$ cat config.mk
export PLATFORM = sky130hd
export DESIGN_NAME = spart_rx
export DESIGN_NICKNAME = d
export VERILOG_FILES = /design/src/rtl/spart_rx.sv
export SDC_FILE = /design/constraint.sdc
export NUM_CORES = 1
export LEC_CHECK = 0
export ABC_AREA = 1
export BUFFER_PORTS_ARGS = -buffer_cell sky130_fd_sc_hd__buf_2
export CORE_ASPECT_RATIO = 1.4
export CORE_UTILIZATION = 52
export DETAILED_ROUTE_END_ITERATION = 7
export PLACE_DENSITY = 0.73
export SLEW_MARGIN = 15
export SYNTH_ARGS = -nofsm -noshare
export SYNTH_HDL_FRONTEND = slang
export SYNTH_SLANG_ARGS = --single-unit
$ cat constraint.sdc
create_clock -name clk -period 1.5 [get_ports clk]
set_input_delay 0.3 -clock clk [delete_from_list [all_inputs] [get_ports clk]]
set_output_delay 0.3 -clock clk [all_outputs]
set_load 0.03 [all_outputs]
$ cat src/rtl/spart_rx.sv
// SPART receiver: 16x oversampled 8N1 deserialiser with a one-entry receive buffer.
// Frames are qualified at the start-bit centre and captured at each data/stop-bit centre.
module spart_rx #(
    parameter int OVERSAMPLE = 16,
    parameter int DATA_BITS  = 8
) (
    input  logic                 clk,
    input  logic                 rst,
    input  logic                 rxd,
    input  logic [15:0]          divisor,
    input  logic                 receive_read_en,
    output logic [DATA_BITS-1:0] receive_read_line,
    output logic                 rda,
    output logic                 framing_err,
    output logic                 overrun
);

    localparam int SYNC_STAGES = 2;
    localparam int SW = $clog2(OVERSAMPLE);
    localparam int BW = $clog2(DATA_BITS + 1);
    localparam logic [SW-1:0] HALF_CNT = SW'(OVERSAMPLE / 2 - 1);
    localparam logic [SW-1:0] LAST_CNT = SW'(OVERSAMPLE - 1);
    localparam logic [BW-1:0] LAST_BIT = BW'(DATA_BITS - 1);

    typedef enum logic [1:0] {IDLE, START, DATA, STOP} state_t;

    logic [SYNC_STAGES-1:0] sync_reg;
    logic                   rx_s;
    logic [15:0]            tick_cnt_reg;
    logic                   tick;

    state_t                 state_reg, state_next;
    logic [SW-1:0]          sample_cnt_reg, sample_cnt_next;
    logic [BW-1:0]          bit_cnt_reg, bit_cnt_next;
    logic [DATA_BITS-1:0]   shift_reg, shift_next;
    logic                   load, frame_bad;

    logic [DATA_BITS-1:0]   line_reg;
    logic                   rda_reg, framing_err_reg, overrun_reg;

    // Two-flop synchroniser; resets to the idle-high line level.
    generate
        for (genvar gi = 0; gi < SYNC_STAGES; gi++) begin : g_sync
            always_ff @(posedge clk or posedge rst) begin
                if (rst)
                    sync_reg[gi] <= 1'b1;
                else if (gi == 0)
                    sync_reg[gi] <= rxd;
                else
                    sync_reg[gi] <= sync_reg[(gi == 0) ? 0 : gi - 1];
            end
        end
    endgenerate

    assign rx_s = sync_reg[SYNC_STAGES-1];

    // Divisor is only sampled on reload, so a change never disturbs the running count.
    assign tick = (tick_cnt_reg == 16'd0);

    always_ff @(posedge clk or posedge rst) begin
        if (rst)
            tick_cnt_reg <= 16'd0;
        else if (tick)
            tick_cnt_reg <= divisor;
        else
            tick_cnt_reg <= tick_cnt_reg - 16'd1;
    end

    always_ff @(posedge clk or posedge rst) begin
        if (rst) begin
            state_reg      <= IDLE;
            sample_cnt_reg <= '0;
            bit_cnt_reg    <= '0;
            shift_reg      <= '0;
        end else begin
            state_reg      <= state_next;
            sample_cnt_reg <= sample_cnt_next;
            bit_cnt_reg    <= bit_cnt_next;
            shift_reg      <= shift_next;
        end
    end

    always_comb begin
        state_next      = state_reg;
        sample_cnt_next = sample_cnt_reg;
        bit_cnt_next    = bit_cnt_reg;
        shift_next      = shift_reg;
        load            = 1'b0;
        frame_bad       = 1'b0;
        if (tick) begin
            case (state_reg)
                IDLE: begin
                    if (!rx_s) begin
                        state_next      = START;
                        sample_cnt_next = '0;
                    end
                end
                START: begin
                    if (sample_cnt_reg == HALF_CNT) begin
                        sample_cnt_next = '0;
                        // A line that is high again at the start-bit centre was a glitch.
                        if (!rx_s) begin
                            state_next   = DATA;
                            bit_cnt_next = '0;
                        end else begin
                            state_next = IDLE;
                        end
                    end else begin
                        sample_cnt_next = sample_cnt_reg + SW'(1);
                    end
                end
                DATA: begin
                    if (sample_cnt_reg == LAST_CNT) begin
                        sample_cnt_next = '0;
                        shift_next      = {rx_s, shift_reg[DATA_BITS-1:1]};
                        bit_cnt_next    = bit_cnt_reg + BW'(1);
                        if (bit_cnt_reg == LAST_BIT)
                            state_next = STOP;
                    end else begin
                        sample_cnt_next = sample_cnt_reg + SW'(1);
                    end
                end
                STOP: begin
                    if (sample_cnt_reg == LAST_CNT) begin
                        // Back to IDLE at the stop-bit centre so a following start edge is not missed.
                        state_next      = IDLE;
                        sample_cnt_next = '0;
                        load            = rx_s;
                        frame_bad       = !rx_s;
                    end else begin
                        sample_cnt_next = sample_cnt_reg + SW'(1);
                    end
                end
                default: state_next = IDLE;
            endcase
        end
    end

    // A load in the same cycle as a read wins, and is not an overrun since the old byte was consumed.
    always_ff @(posedge clk or posedge rst) begin
        if (rst) begin
            line_reg        <= '0;
            rda_reg         <= 1'b0;
            framing_err_reg <= 1'b0;
            overrun_reg     <= 1'b0;
        end else begin
            if (load)
                line_reg <= shift_reg;

            if (load)
                rda_reg <= 1'b1;
            else if (receive_read_en)
                rda_reg <= 1'b0;

            if (load)
                framing_err_reg <= 1'b0;
            else if (frame_bad)
                framing_err_reg <= 1'b1;

            if (receive_read_en)
                overrun_reg <= 1'b0;
            else if (load && rda_reg)
                overrun_reg <= 1'b1;
        end
    end

    assign receive_read_line = line_reg;
    assign rda               = rda_reg;
    assign framing_err       = framing_err_reg;
    assign overrun           = overrun_reg;

endmodule

# Yosys cells after proc, flatten, opt, wreduce, memory -nomap -nowiden

Cells that the tools add are included.

Register bits after elaboration: 47
Input bits: 20
Output and inout bits: 11

Add/sub/neg operators: 3
Eq/ne operators: 12
Mux-type cells: 27
Reduce and logical (&&, ||, !) cells: 13

Operators by type and width:

| kind                    | count |
|---|---|
| $mux W4                 | 5 |
| $logic_not A16 Y1       | 1 |
| $mux W16                | 1 |
| $sub A16 B1 Y16 const B | 1 |
| $mux W1                 | 12 |
| $mux W2                 | 6 |
| $ne A2 B2 Y1 const B    | 6 |
| $pmux W4 S3             | 1 |
| $add A4 B1 Y4 const B   | 2 |
| $eq A4 B3 Y1 const B    | 2 |
| $pmux W2 S4             | 1 |
| $pmux W4 S2             | 1 |
| $reduce_bool A2 Y1      | 4 |
| $reduce_and A6 Y1       | 1 |
| $reduce_and A5 Y1       | 1 |
| $eq A2 B2 Y1 const B    | 2 |
| $eq A4 B4 Y1 const B    | 1 |
| $reduce_and A3 Y1       | 1 |
| $eq A2 B1 Y1 const B    | 1 |
| $logic_not A2 Y1        | 1 |
| $reduce_and A2 Y1       | 1 |
| $reduce_or A2 Y1        | 1 |
| $logic_and A1 B1 Y1     | 1 |
| $logic_not A1 Y1        | 1 |

# Depth between registers and ports, before layout

Gate-level depths: netlist of run 1.

Depth in word-level cells: 7
Mapped depth: 10

# Least setup slack after synthesis of run 1

Ideal clock, no wire load.

Path type: register -> register
From: reg tick_cnt_reg[0]
To: reg shift_reg[0]
Setup time: 0.118 ns
Arrival: 1.354 ns
Data required time: 1.382 ns
Slack: 0.028 ns
Stages on the path, launching flop included: 11
Path buffers: 1
Period minus slack after synthesis: 1.472 ns
Cells stage by stage: dfrtp_1 > inv_1 > ha_1 > nand2_2 > nor2_4 > nand2_4 > inv_6 > nand3_4 > buf_6 > nand2_2 > o21ai_2

Longest elaborated chain between the ends: 2

RTL lines:

| element                     | line | text |
|---|---|---|
| start, declared             | 29   | `logic [15:0] tick_cnt_reg;` |
| start signal, assigned      | 64   | `tick_cnt_reg <= divisor;` |
| start signal, assigned      | 66   | `tick_cnt_reg <= tick_cnt_reg - 16'd1;` |
| $logic_not A16 Y1           | 58   | `assign tick = (tick_cnt_reg == 16'd0);` |
| $reduce_and A3 Y1 (no line) | --   |  |
| end signal, assigned        | 79   | `shift_reg <= shift_next;` |
| end, declared               | 35   | `logic [DATA_BITS-1:0] shift_reg, shift_next;` |

No other way between the ends.
A chain may end at the register's enable or synchronous reset.

# Worst setup path in the final report of run 1

From: reg tick_cnt_reg[6]
To: reg line_reg[4], in the netlist receive_read_line[4]

Longest elaborated chain between the ends: 2

RTL lines:

| element              | line | text |
|---|---|---|
| $logic_not A16 Y1    | 58   |  |
| $mux W1              | 90   | `if (tick) begin` |
| end signal, assigned | 148  | `line_reg <= shift_reg;` |
| end, declared        | 38   | `logic [DATA_BITS-1:0] line_reg;` |

No other way between the ends.

==> impl_metrics.env, run 1 <==
export IMPL_fin_nets=384
export IMPL_grtUsageTotal=0.211
export IMPL_cp_required_ns=1.69
export IMPL_route_detailed_drc=0
export IMPL_ys_warn_count=0
export IMPL_antenna_found_initial=0
export IMPL_clockBufferDepth=2
export IMPL_rsz0062_at_grt="true"
export IMPL_coreArea_mm2=0.00454
export IMPL_ys_seq_elements=47
export IMPL_syn_nets=319
export IMPL_post_synth_num_cell_types=30
export IMPL_power_density_mw_per_mm2=707
export IMPL_drv_cap=0
export IMPL_initial_utilization=0.542
export IMPL_utilization=0.691
export IMPL_max_stage_delay_ns=0.46
export IMPL_r2r_worst_path_cells=8
export IMPL_p_leak_uw=0.00146
export IMPL_fin_crit_sh=0.977
export IMPL_final_cell_mix="78 x nand2_1, 44 x dfrtp_1, 30 x buf_2, 29 x inv_1, 25 x buf_4"
export IMPL_arrival_ns=1.66
export IMPL_hold_slack_ns=0.0175
export IMPL_grt_pass1_vias=2033
export IMPL_vias=2084
export IMPL_critPathKind="flip-flop to flip-flop"
export IMPL_wl_per_cell_um=12.5
export IMPL_clock_tree_root_cell="clkbuf_8"
export IMPL_ir_drop_uv=582
export IMPL_setup_viol=0
export IMPL_place_inst=405
export IMPL_overflow=0
export IMPL_syn_cell_area_mm2=0.00246
export IMPL_rrSetupSlack_ns=0.03
export IMPL_drtAntennaViolNets=0
export IMPL_start_kind="flip-flop"
export IMPL_cts_made_buffers=5
export IMPL_fill_cells=365
export IMPL_max_freq_mhz=682
export IMPL_cp_cell_sequence="nor2_4, nand2_2, nor2_4, nand2_4, nor2_4, inv_4, nand2_1, o21ai_2"
export IMPL_cp_end_kind="flip-flop"
export IMPL_clk_pin_slew_worst_paths_ns=0.10
export IMPL_cts_sinks=47
export IMPL_fin_skew_ns=0.0139
export IMPL_syn_to_final_growth_pct=27.6
export IMPL_antenna_cells=0
export IMPL_die_area_mm2=0.00501
export IMPL_grt_pass1_wl_um=8140
export IMPL_avgSynthCellArea_um2=8.33
export IMPL_cts_tree="done"
export IMPL_tns_ns=0
export IMPL_crit_path_frequent_cell="nor2_4"
export IMPL_grt_max_degree=48
export IMPL_firstDrtPassIters=4
export IMPL_ctsHtreeMaxLevel=2
export IMPL_final_cells=423
export IMPL_drv_slew=0
export IMPL_hold_viol=0
export IMPL_p_total_uw=2220
export IMPL_num_io_pins=31
export IMPL_port_buffers=30
export IMPL_die_y_um=83.3
export IMPL_relSlewSlack=0.771
export IMPL_status="finished clean"
export IMPL_drtIter0Drc=92
export IMPL_ys_seq_area_frac=0.480
export IMPL_final_layout_size_suffix_gt1_frac=0.366
export IMPL_path_max_fanout=16
export IMPL_dpl_hpwl_um=3600
export IMPL_period_needed_ns=1.47
export IMPL_row_count=29
export IMPL_synthCells=295
export IMPL_routabilityCongestion=0.992
export IMPL_worstHoldPathType="primary input to asynchronous set/reset pin"
export IMPL_die_x_um=60.1
export IMPL_drt_wl_total_um=5300
export IMPL_worst_slew_pin_slew_ns=0.343
export IMPL_mostFrequentLayoutCell="nand2_1"
export IMPL_slowest_stage="dfrtp_2"
export IMPL_largest_reg_flops=16
export IMPL_clk_latency_ns=0.30
export IMPL_viasPerCell=4.93
[kinds of logic after synthesis]
kind of cell             after synthesis  share of synthesized area
AND/OR/NAND/NOR                      152                      0.283
adder cells (fa/ha/maj)                4                     0.0204
buffers and inverters                 39                     0.0683
XOR/XNOR                              10                     0.0357
flip-flops                            47                      0.480
AO/OA/AOI/OAI                         43                      0.113
[path summary, 6_finish.rpt]
| path | startpoint | endpoint |
|---|---|---|
| max in group asynchronous | rst | rx_s |
| setup / recovery | tick_cnt_reg[6] | receive_read_line[4] |
| hold reg to reg | sync_reg[0] | rx_s |
| setup reg to reg | tick_cnt_reg[6] | receive_read_line[4] |
| hold / removal | rst | tick_cnt_reg[10] |
| min in group clk | rxd | sync_reg[0] |
[where the power goes]
part | internal, uW | switching [uW] | leakage (uW) | total, uW
combinational | 29.4 | 42.6 | 0.000813 | 72.0
sequential | 1280 | 8.69 | 0.000594 | 1290
clock | 420 | 438 | 0.0000505 | 858
[cells in the mapped netlist]
master	number	share of area
inv_6	1	0.0036
o22ai_1	1	0.0025
clkbuf_1	1	0.0015
inv_2	1	0.0015
o21ai_1	8	0.016
nand2_2	6	0.015
nand3_4	1	0.0071
or2_2	3	0.0076
nand2_1	82	0.13
o21ai_0	13	0.026
inv_1	33	0.050
dfstp_2	2	0.021
xnor2_1	4	0.014
buf_6	2	0.0092
o21ai_2	15	0.053
nor2_4	4	0.018
nand4_1	2	0.0051
and2_1	1	0.0025
nand3b_1	1	0.0031
nor2_1	27	0.041
a21oi_1	2	0.0041
a31oi_1	4	0.010
nor2_2	7	0.018
nor3_1	1	0.0020
nand3_1	16	0.033
ha_1	4	0.020
dfrtp_1	45	0.46
buf_2	1	0.0020
nand2_4	1	0.0046
xor2_1	6	0.021
[routing by layer]
layer	global-route usage	vias up	share of wire	wire (um)
li1	-	1061	-	-
met1	0.236	985	0.41	2150
met2	0.370	32	0.56	2940
met3	0.0405	6	0.025	130
met4	0.0951	0	0.014	73
met5	0	-	0	0
[through the flow]
step / setup slack (ns) / cell area, um2
detailed placement: -0.0429 / 2830
CTS: 0.0127 / 2960
floorplan: 0.0282 / 2460
global route: -0.0641 / 3130
finish: 0.0341 / 3130
global placement: 0.0219 / 2830
[repair_timing]
action                                  CTS  global route
pin swaps                                 0            15
setup buffers                             0             6
hold buffers                              0             0
endpoints found under the setup margin   16            44
gates cloned                              1             3
resized for setup                         4            30
[final cells by class]
type | count | area, um2 | share of cell area
multi-input cells | 212 | 1220 | 0.389
clock inverters | 1 | 7.51 | 0.00240
well taps | 62 | 77.6 | 0.0248
flip-flops and latches | 47 | 1180 | 0.376
inverters | 35 | 139 | 0.0443
clock buffers | 7 | 96.3 | 0.0307
repair buffers | 59 | 414 | 0.132
[critical path: cells and delay by family, from the launching register on]
| family | cells | cell delay [ns] |
|---|---|---|
| AOI/OAI and AO/OA | 1 | 0.05 |
| DFF | 1 | 0.46 |
| and+or+nand+nor | 6 | 0.73 |
| buffers and inverters | 1 | 0.11 |
Power figures use the tool's default switching activity.
==> inputs of run 2 (changes only) <==
--- a/config.mk
+++ b/config.mk
@@ -10,6 +10,7 @@
 export CORE_ASPECT_RATIO = 1.4
 export CORE_UTILIZATION = 52
 export DETAILED_ROUTE_END_ITERATION = 7
+export GPL_TIMING_DRIVEN = 0
 export PLACE_DENSITY = 0.73
 export SLEW_MARGIN = 15
 export SYNTH_ARGS = -nofsm -noshare
==> constraint.sdc (replaced) <==
create_clock -name clk -period 1.5 [get_ports clk]
set_input_delay 0.3 -clock clk [delete_from_list [all_inputs] [get_ports clk]]
set_output_delay 0.3 -clock clk [all_outputs]
set_load 0.1 [all_outputs]
==> run 2 against run 1 <==
The run now ends with negative setup slack left. Setup slack lost 0.034 ns. Design area grew 5.4%. Critical path type unchanged. Utilization grew 3.8 points.
==> impl_metrics.env, run 2 (synthesis results as in run 1) <==
export IMPL_status="finished with violations"
export IMPL_violations="negative setup slack"
export IMPL_grtUsageTotal=0.228
export IMPL_fill_cells=314
export IMPL_die_x_um=60.1
export IMPL_cts_made_buffers=5
export IMPL_worst_slew_pin_slew_ns=0.497
export IMPL_grtUsageMet1=0.268
export IMPL_cts_hold_buf=0
export IMPL_die_y_um=83.3
export IMPL_largest_reg_flops=16
export IMPL_clockBufferDepth=2
export IMPL_arrival_ns=1.69
export IMPL_drv_slew=0
export IMPL_hold_viol=0
export IMPL_syn_to_final_growth_pct=34.5
export IMPL_die_area_mm2=0.00501
export IMPL_dpl_hpwl_um=3560
export IMPL_final_layout_size_suffix_gt1_frac=0.404
export IMPL_slowest_stage="dfrtp_1"
export IMPL_cp_num_buf_inv=2
export IMPL_grt_pass1_vias=2019
export IMPL_ir_drop_uv=751
export IMPL_overflow=0
export IMPL_power_density_mw_per_mm2=691
export IMPL_grtUsageMet3=0.0374
export IMPL_mostFrequentLayoutCell="nand2_1"
export IMPL_port_buffers=30
export IMPL_vias=2184
export IMPL_cts_sinks=47
export IMPL_drv_cap=0
export IMPL_row_count=29
export IMPL_rsz0062_at_grt="true"
export IMPL_period_needed_ns=1.50
export IMPL_cp_required_ns=1.69
export IMPL_cp_cell_sequence="inv_2, ha_4, nand2_4, nor2_4, nand2_4, buf_12, nor2_4, nand3_2, nand2_1, nand2_1"
export IMPL_post_dp_cell_area_mm2=0.00270
export IMPL_viasPerCell=5.04
export IMPL_multi_input_area_mm2=0.00124
export IMPL_routabilityCongestion=0.925
export IMPL_hold_slack_ns=0.00757
export IMPL_p_leak_uw=0.00157
export IMPL_fin_nets=394
export IMPL_p_total_uw=2280
export IMPL_grt_max_degree=27
export IMPL_clock_tree_root_cell="clkbuf_8"
export IMPL_busiest_layer="met2"
export IMPL_max_stage_delay_ns=0.41
export IMPL_antenna_found_initial=0
export IMPL_route_detailed_drc=0
export IMPL_drt_wl_total_um=5700
export IMPL_design_area_mm2=0.00330
export IMPL_critPathTopFamily="simple AND/OR/NAND/NOR gates"
export IMPL_antenna_cells=0
export IMPL_utilization=0.729
export IMPL_cp_end_kind="flip-flop"
export IMPL_start_kind="flip-flop"
export IMPL_num_io_pins=31
export IMPL_fin_crit_sh=1.00
export IMPL_drtIter0Drc=175
export IMPL_clk_pin_slew_worst_paths_ns=0.09
export IMPL_clk_latency_ns=0.30
export IMPL_relSlewSlack=0.671
export IMPL_coreArea_mm2=0.00454
export IMPL_setup_viol=1
export IMPL_regArea_mm2=0.00118
export IMPL_max_freq_mhz=667
export IMPL_tns_ns=-0.000107
export IMPL_grt_pass1_wl_um=8680
export IMPL_cts_tree="done"
export IMPL_ctsHtreeMaxLevel=2
export IMPL_critPathKind="flip-flop to flip-flop"
export IMPL_drtAntennaViolNets=0
export IMPL_grt_use_met2=0.397
export IMPL_final_cell_mix="73 x nand2_1, 44 x dfrtp_1, 32 x buf_4, 30 x buf_2, 28 x inv_1"
export IMPL_initial_utilization=0.542
export IMPL_worstHoldPathType="primary input to asynchronous set/reset pin"
export IMPL_path_max_fanout=5
export IMPL_fin_ws_ns=-0.000107
export IMPL_firstDrtPassIters=4
export IMPL_fin_skew_ns=0.00838
export IMPL_wl_per_cell_um=13.2
## run 2: worst register-to-register path: cells and delay by family, from the launching register on
| kind | cells | cell delay [ns] |
|---|---|---|
| flip-flops | 1 | 0.41 |
| adder cells (fa/ha/maj) | 1 | 0.15 |
| AND/OR/NAND/NOR | 7 | 0.59 |
| buffers and inverters | 2 | 0.25 |
## run 2: path summary, 6_finish.rpt
check / slack (ns) / cells past startpoint / from / to
min: 0.008 / 2 / rst / shift_reg[0]
min reg2reg: 0.37 / 0 / sync_reg[0] / rx_s
max reg2reg: -0.0001 / 10 / tick_cnt_reg[0] / flip-flop
min in group clk: 0.10 / 1 / rxd / sync_reg[0]
max: -0.0001 / 10 / tick_cnt_reg[0] / flip-flop
max in group asynchronous: 0.99 / 3 / rst / state_reg[0]
## run 2: routing by layer
| layer | share of wire | wire, um | vias to the layer above |
|---|---|---|---|
| met2 | 0.56 | 3190 | 42 |
| met5 | 0 | 0 | - |
| li1 | - | - | 1085 |
| met3 | 0.022 | 128 | 6 |
| met1 | 0.40 | 2300 | 1051 |
| met4 | 0.014 | 80 | 0 |
## run 2: final cells by class
class | count | area share
clock inverter | 3 | 0.0133
clock buffer | 5 | 0.0208
inverter | 35 | 0.0428
multi-input combinational | 210 | 0.377
sequential | 47 | 0.357
timing repair buffer | 67 | 0.151
buffer | 4 | 0.0151
tap | 62 | 0.0235
## run 2: per-stage QoR
step / cells / setup WS, ns
after global routing: 433 / -0.0813
final: 433 / -0.000107
after CTS: 416 / -0.00171
after floorplan: 295 / 0.0151
after detailed placement: 388 / -0.156
after global placement: 387 / -0.546
## run 2: timing repair
item,4_1_cts,5_1_grt
buffers inserted,18,16
pin swaps,9,14
hold endpoints to repair,0,0
gates cloned,2,1
gates resized for setup,19,34
endpoints found under the setup margin,41,45
## run 2: report_power, final
group	leakage, uW	switching, uW	total, uW	internal, uW
clock network	0.0000581	426	922	496
logic	0.000915	46.2	77.9	31.7
registers	0.000593	7.81	1280	1280
total	0.00157	480	2280	1800
